$ cat config.mk
export PLATFORM = sky130hd
export DESIGN_NAME = yalu_serial
export DESIGN_NICKNAME = d
export VERILOG_FILES = /design/src/rtl/yalu_serial.sv
export SDC_FILE = /design/constraint.sdc
export NUM_CORES = 1
export LEC_CHECK = 0
export CELL_PAD_IN_SITES_DETAIL_PLACEMENT = 0
export CELL_PAD_IN_SITES_GLOBAL_PLACEMENT = 1
export CORE_MARGIN = 1.5
export CORE_UTILIZATION = 43
export DETAILED_ROUTE_END_ITERATION = 6
export PLACE_DENSITY = 0.84
export SLEW_MARGIN = 25
export SYNTH_ARGS = -nofsm -noshare
export SYNTH_HDL_FRONTEND = slang
export SYNTH_SLANG_ARGS = --single-unit
$ cat constraint.sdc
create_clock -name clk -period 11.55 [get_ports clk]
set_input_delay 1.155 -clock clk [delete_from_list [all_inputs] [get_ports clk]]
set_output_delay 1.155 -clock clk [all_outputs]
set_load 0.02 [all_outputs]
$ cat src/rtl/yalu_serial.sv
// Slice-serial 32-bit ALU (AND/OR/ADD/SUB, optional SLT) behind a valid/ready handshake.
// Define YALU_SLT_EN to enable the signed less-than opcode (111).
module yalu_serial #(
  parameter int WIDTH = 32,
  parameter int SLICE = 8
) (
  input  logic             clk,
  input  logic             rst,
  input  logic             req_valid,
  output logic             req_ready,
  input  logic [WIDTH-1:0] a,
  input  logic [WIDTH-1:0] b,
  input  logic [2:0]       op,
  output logic             rsp_valid,
  input  logic             rsp_ready,
  output logic [WIDTH-1:0] z,
  output logic             ex
);

  localparam int N     = WIDTH / SLICE;
  localparam int CNT_W = (N > 1) ? $clog2(N) : 1;

  localparam logic [2:0] OP_AND = 3'b000;
  localparam logic [2:0] OP_OR  = 3'b001;
  localparam logic [2:0] OP_ADD = 3'b010;
  localparam logic [2:0] OP_SUB = 3'b110;
  localparam logic [2:0] OP_SLT = 3'b111;

  typedef enum logic [1:0] {IDLE = 2'd0, BUSY = 2'd1, DONE = 2'd2} state_t;

  state_t             state_q, state_d;
  logic [WIDTH-1:0]   a_q, a_d, b_q, b_d, acc_q, acc_d, z_q, z_d;
  logic [2:0]         op_q, op_d;
  logic [CNT_W-1:0]   cnt_q, cnt_d;
  logic               carry_q, carry_d, ex_q, ex_d, rsp_valid_q, rsp_valid_d;

  logic [SLICE-1:0]   a_sl_s, b_sl_s, res_sl_s;
  logic [SLICE:0]     sum_s;
  logic [WIDTH-1:0]   final_s;
  logic               sub_s;

  assign req_ready = (state_q == IDLE);
  assign rsp_valid = rsp_valid_q;
  assign z         = z_q;
  assign ex        = ex_q;

  // Next-state, slice datapath and result capture
  always_comb begin
    state_d     = state_q;
    a_d         = a_q;
    b_d         = b_q;
    op_d        = op_q;
    cnt_d       = cnt_q;
    carry_d     = carry_q;
    acc_d       = acc_q;
    z_d         = z_q;
    ex_d        = ex_q;
    rsp_valid_d = rsp_valid_q;

    sub_s  = (op_q == OP_SUB) || (op_q == OP_SLT);
    a_sl_s = a_q[int'(cnt_q) * SLICE +: SLICE];
    b_sl_s = sub_s ? ~b_q[int'(cnt_q) * SLICE +: SLICE] : b_q[int'(cnt_q) * SLICE +: SLICE];
    sum_s  = {1'b0, a_sl_s} + {1'b0, b_sl_s} + {{SLICE{1'b0}}, carry_q};

    case (op_q)
      OP_AND:  res_sl_s = a_sl_s & b_sl_s;
      OP_OR:   res_sl_s = a_sl_s | b_sl_s;
      OP_ADD:  res_sl_s = sum_s[SLICE-1:0];
      OP_SUB:  res_sl_s = sum_s[SLICE-1:0];
`ifdef YALU_SLT_EN
      OP_SLT:  res_sl_s = sum_s[SLICE-1:0];
`endif
      default: res_sl_s = {SLICE{1'b0}};
    endcase

    final_s = acc_q;
    final_s[int'(cnt_q) * SLICE +: SLICE] = res_sl_s;
`ifdef YALU_SLT_EN
    // Signed less-than: difference sign corrected by subtraction overflow
    if (op_q == OP_SLT) begin
      final_s = {{(WIDTH-1){1'b0}},
                 final_s[WIDTH-1] ^ ((a_q[WIDTH-1] ^ b_q[WIDTH-1]) & (final_s[WIDTH-1] ^ a_q[WIDTH-1]))};
    end else begin
      final_s = final_s;
    end
`endif

    case (state_q)
      IDLE: begin
        if (req_valid) begin
          a_d     = a;
          b_d     = b;
          op_d    = op;
          cnt_d   = {CNT_W{1'b0}};
          carry_d = (op == OP_SUB) || (op == OP_SLT);
          acc_d   = {WIDTH{1'b0}};
          state_d = BUSY;
        end else begin
          state_d = IDLE;
        end
      end
      BUSY: begin
        acc_d[int'(cnt_q) * SLICE +: SLICE] = res_sl_s;
        carry_d = sum_s[SLICE];
        if (cnt_q == CNT_W'(N - 1)) begin
          cnt_d       = {CNT_W{1'b0}};
          z_d         = final_s;
          ex_d        = (final_s == {WIDTH{1'b0}});
          rsp_valid_d = 1'b1;
          state_d     = DONE;
        end else begin
          cnt_d = cnt_q + CNT_W'(1);
        end
      end
      DONE: begin
        if (rsp_ready) begin
          rsp_valid_d = 1'b0;
          state_d     = IDLE;
        end else begin
          state_d = DONE;
        end
      end
      default: begin
        rsp_valid_d = 1'b0;
        state_d     = IDLE;
      end
    endcase
  end

  // State and output registers with synchronous reset
  always_ff @(posedge clk) begin
    if (rst) begin
      state_q     <= IDLE;
      a_q         <= {WIDTH{1'b0}};
      b_q         <= {WIDTH{1'b0}};
      op_q        <= 3'b000;
      cnt_q       <= {CNT_W{1'b0}};
      carry_q     <= 1'b0;
      acc_q       <= {WIDTH{1'b0}};
      z_q         <= {WIDTH{1'b0}};
      ex_q        <= 1'b0;
      rsp_valid_q <= 1'b0;
    end else begin
      state_q     <= state_d;
      a_q         <= a_d;
      b_q         <= b_d;
      op_q        <= op_d;
      cnt_q       <= cnt_d;
      carry_q     <= carry_d;
      acc_q       <= acc_d;
      z_q         <= z_d;
      ex_q        <= ex_d;
      rsp_valid_q <= rsp_valid_d;
    end
  end

endmodule

==> results.json, run 1 <==
{
  "synthCells": 810,
  "critPathMaxStageDelay_ns": 0.57,
  "crit_buf_inv": 2,
  "ys_types": 57,
  "path_cells": "buf_4 > mux4_2 > xnor2_1 > inv_1 > fa_1 > fa_1 > nand2b_1 > a21oi_1 > mux2i_1 > nand3_1 > a22oi_1 > nand3_1 > a211oi_1 > a32o_1",
  "rows": 45,
  "port_buffers": 105,
  "synth_edf_count": 0,
  "netlist_area_mm2": 0.00659,
  "ys_ff_latch": 138,
  "cts_sinks": 138,
  "vdd_ir_drop_max_mv": 0.108,
  "criticalPathCategory": "flip-flop to flip-flop",
  "critPathCaptureType": "flip-flop",
  "setup_viol": 0,
  "period_needed_ns": 4.31,
  "fin_worst_skew_ns": 0.00758,
  "post_cts_resized": 0,
  "area_delta_synth_final_pct": 24.9,
  "use_met2_pct": 40.5,
  "synth_nets": 905,
  "status": "finished, final reports clean",
  "dieArea_mm2": 0.0161,
  "critPathSlowestCell": "dfxtp_1",
  "nNetsFinal": 979,
  "worstSkewPairLatency_ns": 0.43,
  "path_depth": 14,
  "grt_pass1_vias": 5808,
  "final_cell_mix": "nand2_1, dfxtp_1, nor2_1",
  "avgSynthCellArea_um2": 8.13,
  "antenna_cells": 0,
  "crit_fanout": 11,
  "fmax_ghz": 0.232,
  "rsz0062_at_grt": "false",
  "post-synth-top-area-fraction_pct": 41.9,
  "clk_pin_slew_ns": 0.06,
  "grt_pass1_wl_um": 30000,
  "viasPerCell": 5.58,
  "dp_worst_setup_slack_ns": 7.29,
  "cts_buffer_depth": 2,
  "initial_core_util_pct": 43.7,
  "dr.pass1.iters": 5,
  "drv_cap": 0,
  "root_buffer": "clkbuf_16",
  "grt_use_met3_pct": 4.85,
  "yosys-top-cells-area": "dfxtp_1, nand2_1, a21oi_1",
  "grt_use_met1_pct": 28.8,
  "finalCritPeriodShare_pct": 37.3,
  "antenna_found_initial": 0,
  "cts_hold_buf": 0,
  "vias": 6047,
  "critPathArrivalTime_ns": 4.67,
  "final-hold-violation-count": 0,
  "yosysTopAreaCell": "dfxtp_1",
  "ys_warn_count": 0,
  "h-tree-depth": 4,
  "dpl.hpwl_um": 13300,
  "ff2ff_path_depth": 14,
  "place_area_mm2": 0.00774,
  "maxSlewHeadroom_pct": 32.6,
  "dieWidth_um": 127,
  "hold_depth": 2,
  "route.detailed.drc": 0,
  "ant_nets": 0,
  "numCtsBuffers": 17,
  "timing.critical_path.max_delay_family": "compound AO/OA/AOI/OAI gates",
  "grt_overflow": 0,
  "worst_slew_pin_slew_ns": 1.01,
  "start_kind": "flip-flop",
  "place_congestion": 0.908,
  "setup_tns_ns": 0,
  "grtUsageTotal_pct": 23.8,
  "stdcell_area_mm2": 0.00823,
  "p_per_area_mw_per_mm2": 138,
  "yosysSeqAreaShare_pct": 41.9,
  "cts_tree": "yes",
  "core_area_mm2": 0.0151,
  "async_flop_share_pct": 0,
  "ios": 106,
  "p_leak_nw": 2.91,
  "mostFrequentLayoutCell": "nand2_1",
  "min_path_type": "flip-flop to flip-flop",
  "busiest_layer": "met2",
  "drive_gt1_share_pct": 6.82,
  "detail_route.iter0.violations": 497,
  "grt_max_degree": 100,
  "post_cts_buffers": 0,
  "avgRoutedWirePerCell_um": 17.2,
  "fin_ws_ns": 7.24,
  "ys.flop_type": "dfxtp_1",
  "crit_required_ns": 11.92,
  "wl_um": 18600,
  "dieHeight_um": 127,
  "slew_violations": 0
}
tightest hold or removal path, stage by stage, from the launching register on:
cell     delay (ns)
dfxtp_1        0.30
nand2_1        0.05
a21oi_1        0.05
stage by stage:
stage | cells | utilization (%) | hold WS, ns | total power [mW]
3_5_place_dp | 1053 | 51.3 | 0.444 | 0.673
6_report | 1083 | 54.5 | 0.454 | 1.13
2_1_floorplan | 810 | - | 0.433 | 0.612
3_3_place_gp | 1052 | 51.0 | 0.441 | 0.668
4_1_cts | 1083 | 54.5 | 0.452 | 1.14
5_1_grt | 1083 | 54.5 | 0.473 | 1.18
worst paths after layout:
path | slack, ns | startpoint | endpoint
setup / recovery | 7.24 | cnt_q[1] | ex
hold / removal | 0.45 | a_q[0] | a_q[0]
setup reg to reg | 7.24 | cnt_q[1] | ex
hold reg to reg | 0.45 | a_q[0] | a_q[0]
state kept, by name, indices dropped and copies added (netlist names):
| name | count |
|---|---|
| a_q | 32 |
| acc_q | 32 |
| b_q | 32 |
| carry_q | 1 |
| cnt_q | 2 |
| ex | 1 |
| op_q | 3 |
| rsp_valid | 1 |
| state_q | 2 |
| z | 32 |
power by group:
part,total [mW],switching (mW),internal (mW),leakage (nW)
logic,0.159,0.0925,0.0666,1.55
clock network,0.471,0.202,0.269,0.242
registers,0.504,0.0111,0.493,1.12
cell usage after synthesis, types with 2 or more instances:
cell and number:
nor3_1 8, clkbuf_1 52, and2_1 3, a211oi_1 26, mux2i_1 7, nand2b_1 6, nand3_1 10, buf_2 4
ha_1 22, a31oi_1 26, xnor2_1 8, a221oi_1 7, nor2b_1 6, inv_1 29, fa_1 2, nand2_1 155
mux4_2 16, o21ai_0 15, or3_1 3, nand3b_1 2, dfxtp_1 138, buf_4 2, xor2_1 2, a22oi_1 19
nor4_1 3, nor2_1 109, or4_1 3, nor4b_1 2, a21oi_1 86, a311oi_1 2, o32ai_1 2, nand4_1 2
o22ai_1 3, a32oi_1 4, o2bb2ai_1 3, clkinv_1 2
cell families after synthesis:
logic type | share of synthesized area (%)
XOR/XNOR | 1.33
flip-flops | 41.9
buffers and inverters | 5.43
adder cells (fa/ha/maj) | 4.79
multiplexers | 6.53
AND/OR/NAND/NOR | 20.4
AO/OA/AOI/OAI | 19.6
final cells by class:
| class | instances | area (um^2) |
|---|---|---|
| Clock buffer | 21 | 440 |
| Sequential cell | 138 | 2760 |
| Clock inverter | 9 | 53.8 |
| Timing Repair Buffer | 114 | 1140 |
| Fill cell | 1459 | 6860 |
| Inverter | 31 | 116 |
| Tap cell | 188 | 235 |
| Multi-Input combinational cell | 582 | 3490 |
metal layers:
metal | share of wire [%] | vias up
met3 | 4.5 | 42
met2 | 50 | 199
li1 | - | 2969
met1 | 42 | 2837
met5 | 0 | -
met4 | 3.5 | 0
(Power assumes the default switching activity.)
==> run 2, diff against run 1 <==
--- a/config.mk
+++ b/config.mk
@@ -8,9 +8,9 @@
 export CELL_PAD_IN_SITES_DETAIL_PLACEMENT = 0
 export CELL_PAD_IN_SITES_GLOBAL_PLACEMENT = 1
 export CORE_MARGIN = 1.5
-export CORE_UTILIZATION = 43
+export CORE_UTILIZATION = 36
 export DETAILED_ROUTE_END_ITERATION = 6
-export PLACE_DENSITY = 0.84
+export PLACE_DENSITY = 0.75
 export SLEW_MARGIN = 25
 export SYNTH_ARGS = -nofsm -noshare
 export SYNTH_HDL_FRONTEND = slang
==> constraint.sdc (replaced) <==
create_clock -name clk -period 3.7 [get_ports clk]
set_input_delay 0.37 -clock clk [delete_from_list [all_inputs] [get_ports clk]]
set_output_delay 0.37 -clock clk [all_outputs]
set_load 0.02 [all_outputs]
==> results.json, run 2 (synthesis gave the netlist of run 1 again) <==
{
  "worstSkewPairLatency_ns": 0.43,
  "vdd_ir_drop_max_mv": 0.408,
  "core_area_mm2": 0.0180,
  "status": "finished, final reports clean",
  "vias": 5998,
  "route.detailed.drc": 0,
  "cts_tree": "yes",
  "wl_um": 18600,
  "crit_buf_inv": 2,
  "path_depth": 13,
  "slew_violations": 0,
  "worst_slew_pin_slew_ns": 0.820,
  "grt_max_degree": 79,
  "dieWidth_um": 138,
  "critPathMaxStageDelay_ns": 0.53,
  "timing.critical_path.max_delay_family": "adder cells",
  "dr.pass1.iters": 5,
  "r2r-start": "cnt_q[0]",
  "ant_nets": 0,
  "cts_sinks": 138,
  "grt_overflow": 0,
  "final-hold-violation-count": 0,
  "antenna_cells": 0,
  "period_needed_ns": 3.55,
  "critPathArrivalTime_ns": 3.92,
  "final_cell_mix": "nand2_1, dfxtp_1, nor2_1",
  "maxSlewHeadroom_pct": 45.3,
  "avgRoutedWirePerCell_um": 16.2,
  "criticalPathCategory": "flip-flop to flip-flop",
  "port_buffers": 105,
  "path_cells": "mux4_2 > xnor2_2 > inv_1 > fa_1 > fa_1 > nand2b_1 > a21oi_2 > o32ai_1 > buf_4 > a22oi_1 > nand4_1 > nor4_1 > a32o_1",
  "mostFrequentLayoutCell": "nand2_1",
  "r2r-end": "ex",
  "dieArea_mm2": 0.0191,
  "grt_pass1_wl_um": 30100,
  "endpoint": "ex",
  "crit_fanout": 4,
  "grtUsageTotal_pct": 19.7,
  "cp-startpoint": "cnt_q[0]",
  "rows": 49,
  "fill_cells": 1783,
  "ff2ff_path_depth": 13,
  "critPathCaptureType": "flip-flop",
  "p_per_area_mw_per_mm2": 452,
  "rsz0062_at_grt": "true",
  "nNetsFinal": 1006,
  "cts_buffer_depth": 2,
  "cp_common_cell": "fa_1",
  "root_buffer": "clkbuf_16",
  "fin_util_pct": 48.2,
  "finalCritPeriodShare_pct": 96.0,
  "fin_ws_ns": 0.149,
  "clk_pin_slew_ns": 0.06,
  "grt_pass1_vias": 5697,
  "start_kind": "flip-flop",
  "critPathSlowestCell": "mux4_2",
  "p_leak_nw": 3.11,
  "drv_cap": 0,
  "area_delta_synth_final_pct": 31.5,
  "place_congestion": 0.880,
  "setup_viol": 0,
  "detail_route.iter0.violations": 389,
  "antenna_found_initial": 0,
  "viasPerCell": 5.20,
  "fin_worst_skew_ns": 0.0100,
  "drive_gt1_share_pct": 10.8,
  "crit_required_ns": 4.07,
  "ios": 106,
  "min_path_type": "flip-flop to flip-flop",
  "numCtsBuffers": 17,
  "fmax_ghz": 0.282,
  "multi_input_area_mm2": 0.00353,
  "seq_area_mm2": 0.00276,
  "initial_core_util_pct": 36.7,
  "r2r_slack_ns": 0.15,
  "dpl.hpwl_um": 13100,
  "dieHeight_um": 138,
  "dp_worst_setup_slack_ns": 0.0404,
  "h-tree-depth": 4
}
[run 2: layout make-up]
class,instances,area share (%)
timing repair buffer,141,15.5
sequential,138,31.9
clock buffer,22,5.36
clock inverter,10,1.92
inverter,31,1.34
multi-input combinational,582,40.7
tap,229,3.31
[run 2: power breakdown]
group          switching (mW)  internal (mW)
Clock                   0.658           1.16
Sequential             0.0316           1.54
Combinational           0.295          0.226
Total                   0.984           2.93
[run 2: per-layer routing]
| layer | global-route usage (%) | routed length (um) | up-vias |
|---|---|---|---|
| met5 | 0 | 0 | - |
| met4 | 7.70 | 392 | 0 |
| met3 | 4.12 | 773 | 28 |
| met2 | 32.8 | 9000 | 153 |
| met1 | 25.1 | 8460 | 2796 |
| li1 | - | - | 3021 |
[run 2: worst min-delay path by stage]
| stage | slack (ns) | startpoint | cells after the start | endpoint |
|---|---|---|---|---|
| 6_report | 0.45 | a_q[13] | 2 | a_q[13] |
| 3_3_place_gp | 0.44 | a_q[26] | 2 | a_q[26] |
| 4_1_cts | 0.45 | b_q[20] | 2 | b_q[20] |
| 3_5_place_dp | 0.45 | b_q[20] | 2 | b_q[20] |
| 5_1_grt | 0.47 | b_q[20] | 2 | b_q[20] |
| 2_1_floorplan | 0.43 | a_q[16] | 2 | a_q[16] |
[run 2: worst register-to-register path: cells and delay by family, from the launching register on]
| family | cells | cell delay, ns |
|---|---|---|
| AND/OR/NAND/NOR | 3 | 0.69 |
| flip-flops | 1 | 0.36 |
| AO/OA/AOI/OAI | 4 | 0.70 |
| XOR/XNOR | 1 | 0.16 |
| buffers and inverters | 2 | 0.26 |
| multiplexers | 1 | 0.53 |
| adder cells (fa/ha/maj) | 2 | 0.80 |
[run 2: timing repair]
| item | in CTS | in global routing |
|---|---|---|
| hold buffers | 0 | 0 |
| setup buffers | 0 | 2 |
| pin swaps | 0 | 5 |
| resized for setup | 1 | 10 |
| setup endpoints to repair | 1 | 14 |
[run 2: stage by stage]
step           hold WS (ns)  TNS (ns)  total power, mW  area (um^2)  instances
2_1_floorplan         0.433         0             1.91         6590        810
3_3_place_gp          0.442         0             2.11         7960       1119
3_5_place_dp          0.446         0             2.11         7960       1119
4_1_cts               0.454         0             3.93         8600       1151
5_1_grt               0.468   -0.0373             4.08         8660       1153
6_report              0.452         0             3.91         8660       1153
==> run 3, diff against run 2 <==
--- a/config.mk
+++ b/config.mk
@@ -11,7 +11,7 @@
 export CORE_UTILIZATION = 36
 export DETAILED_ROUTE_END_ITERATION = 6
 export PLACE_DENSITY = 0.75
-export SLEW_MARGIN = 25
+export SLEW_MARGIN = 20
 export SYNTH_ARGS = -nofsm -noshare
 export SYNTH_HDL_FRONTEND = slang
 export SYNTH_SLANG_ARGS = --single-unit
==> results.json, run 3 (synthesis gave the netlist of run 1 again) <==
{
  "worst_slew_pin_slew_ns": 0.840,
  "vias": 5987,
  "r2r-start": "cnt_q[0]",
  "numCtsBuffers": 17,
  "final_cell_mix": "nand2_1, dfxtp_1, nor2_1",
  "maxSlewHeadroom_pct": 44.0,
  "hold_path.startpoint": "b_q[20]",
  "period_needed_ns": 3.59,
  "area_delta_synth_final_pct": 31.5,
  "setup_tns_ns": 0,
  "place_area_mm2": 0.00796,
  "core_area_mm2": 0.0180,
  "setup_viol": 0,
  "fin_worst_skew_ns": 0.00734,
  "stdcell_count": 1153,
  "clk_pin_slew_ns": 0.06,
  "final-hold-violation-count": 0,
  "port_buffers": 105,
  "root_buffer": "clkbuf_16",
  "status": "finished, final reports clean",
  "wl_um": 18500,
  "avgRoutedWirePerCell_um": 16.1,
  "criticalPathCategory": "flip-flop to flip-flop",
  "route.detailed.drc": 0,
  "place_congestion": 0.880,
  "dr.pass1.iters": 5,
  "rows": 49,
  "drv_cap": 0,
  "stdcell_area_mm2": 0.00866,
  "worstSkewPairLatency_ns": 0.43,
  "p_per_area_mw_per_mm2": 445,
  "crit_required_ns": 4.07,
  "dpl.hpwl_um": 13100,
  "grt_pass1_wl_um": 29800,
  "min_path_type": "flip-flop to flip-flop",
  "grtUsageTotal_pct": 19.5,
  "r2r_slack_ns": 0.11,
  "crit_fanout": 3,
  "viasPerCell": 5.19,
  "antenna_found_initial": 0,
  "antenna_cells": 0,
  "ff2ff_path_depth": 13,
  "dieHeight_um": 138,
  "critPathArrivalTime_ns": 3.96,
  "start_kind": "flip-flop",
  "hold_depth": 2,
  "p_leak_nw": 3.11,
  "fmax_ghz": 0.278,
  "critPathCaptureType": "flip-flop",
  "slew_violations": 0,
  "drive_gt1_share_pct": 11.4,
  "h-tree-depth": 4,
  "cts_buffer_depth": 2,
  "grt_pass1_vias": 5642,
  "ios": 106,
  "grt_max_degree": 79,
  "finalCritPeriodShare_pct": 97.1,
  "ant_nets": 0,
  "vdd_ir_drop_max_mv": 0.349,
  "nNetsFinal": 1006,
  "grt_overflow": 0,
  "placed_cells": 1119,
  "cts_tree": "yes",
  "fin_util_pct": 48.2,
  "cts_sinks": 138,
  "detail_route.iter0.violations": 359,
  "initial_core_util_pct": 36.7,
  "min_delay_worst_endpoint": "b_q[20]",
  "mostFrequentLayoutCell": "nand2_1",
  "dieArea_mm2": 0.0191,
  "r2r-end": "ex",
  "dieWidth_um": 138
}
run 3: cell count changes in the layout (fill, tap and decap cells not counted), sizes merged:
cell	previous run	this run
clkbuf	22	19
clkinv	6	5
clkinvlp	2	4
bufinv	4	3
inv	29	32
run 3: what timing repair did:
action / in CTS / in global routing
pin swaps: 0 / 5
setup endpoints to repair: 1 / 10
setup buffers: 0 / 2
gates resized for setup: 3 / 10
hold buffers: 0 / 0
run 3: layer usage:
layer  vias up  routed length (um)  share of wire (%)  track usage (%)
met5         -                   0                  0                0
met4         0                 362                2.0             6.48
met3        23                 863                4.7             3.95
met2       165                8950                 48             32.6
met1      2778                8350                 45             25.0
li1       3021                   -                  -                -
run 3: how the worst max path moves through the flow:
stage | slack [ns] | startpoint | end | depth (start not counted)
after floorplan | 0.02 | cnt_q[0] | ex | 14
after global placement | 0.12 | cnt_q[0] | acc_q[22] | 14
after detailed placement | -0.02 | cnt_q[0] | ex | 13
after CTS | 0.06 | cnt_q[0] | ex | 13
after global routing | -0.02 | cnt_q[0] | ex | 13
final | 0.11 | cnt_q[0] | ex | 13
run 3: layout make-up:
| class | count | area, um^2 |
|---|---|---|
| Clock inverter | 13 | 165 |
| Clock buffer | 19 | 453 |
| Fill cell | 1809 | 9300 |
| Sequential cell | 138 | 2760 |
| Tap cell | 229 | 287 |
| Inverter | 31 | 116 |
| Timing Repair Buffer | 141 | 1340 |
| Multi-Input combinational cell | 582 | 3540 |
run 3: worst max-delay path: stages (launching register included):
cell and delay [ns]:
dfxtp_2 0.35, mux4_2 0.53, xnor2_2 0.16, inv_1 0.09, fa_1 0.40, fa_1 0.41, nand2b_1 0.19, a21oi_2 0.20
o21ai_0 0.14, mux2i_1 0.20, a221oi_2 0.29, nand4_1 0.20, nor4_2 0.23, a32o_1 0.16
run 3: where the power goes:
part           leakage [nW]  internal [mW]  switching, mW  total [mW]
clock network         0.292           1.10          0.671        1.77
registers              1.12           1.54         0.0320        1.57
logic                  1.69          0.226          0.294       0.520
run 3: stage by stage:
step                      hold WS (ns)  setup WS, ns  power, mW
final                            0.451         0.106       3.86
after global placement           0.442         0.125       2.11
after global routing             0.468       -0.0214       4.01
after detailed placement         0.445       -0.0171       2.11
after CTS                        0.453        0.0559       3.88
after floorplan                  0.433        0.0215       1.91
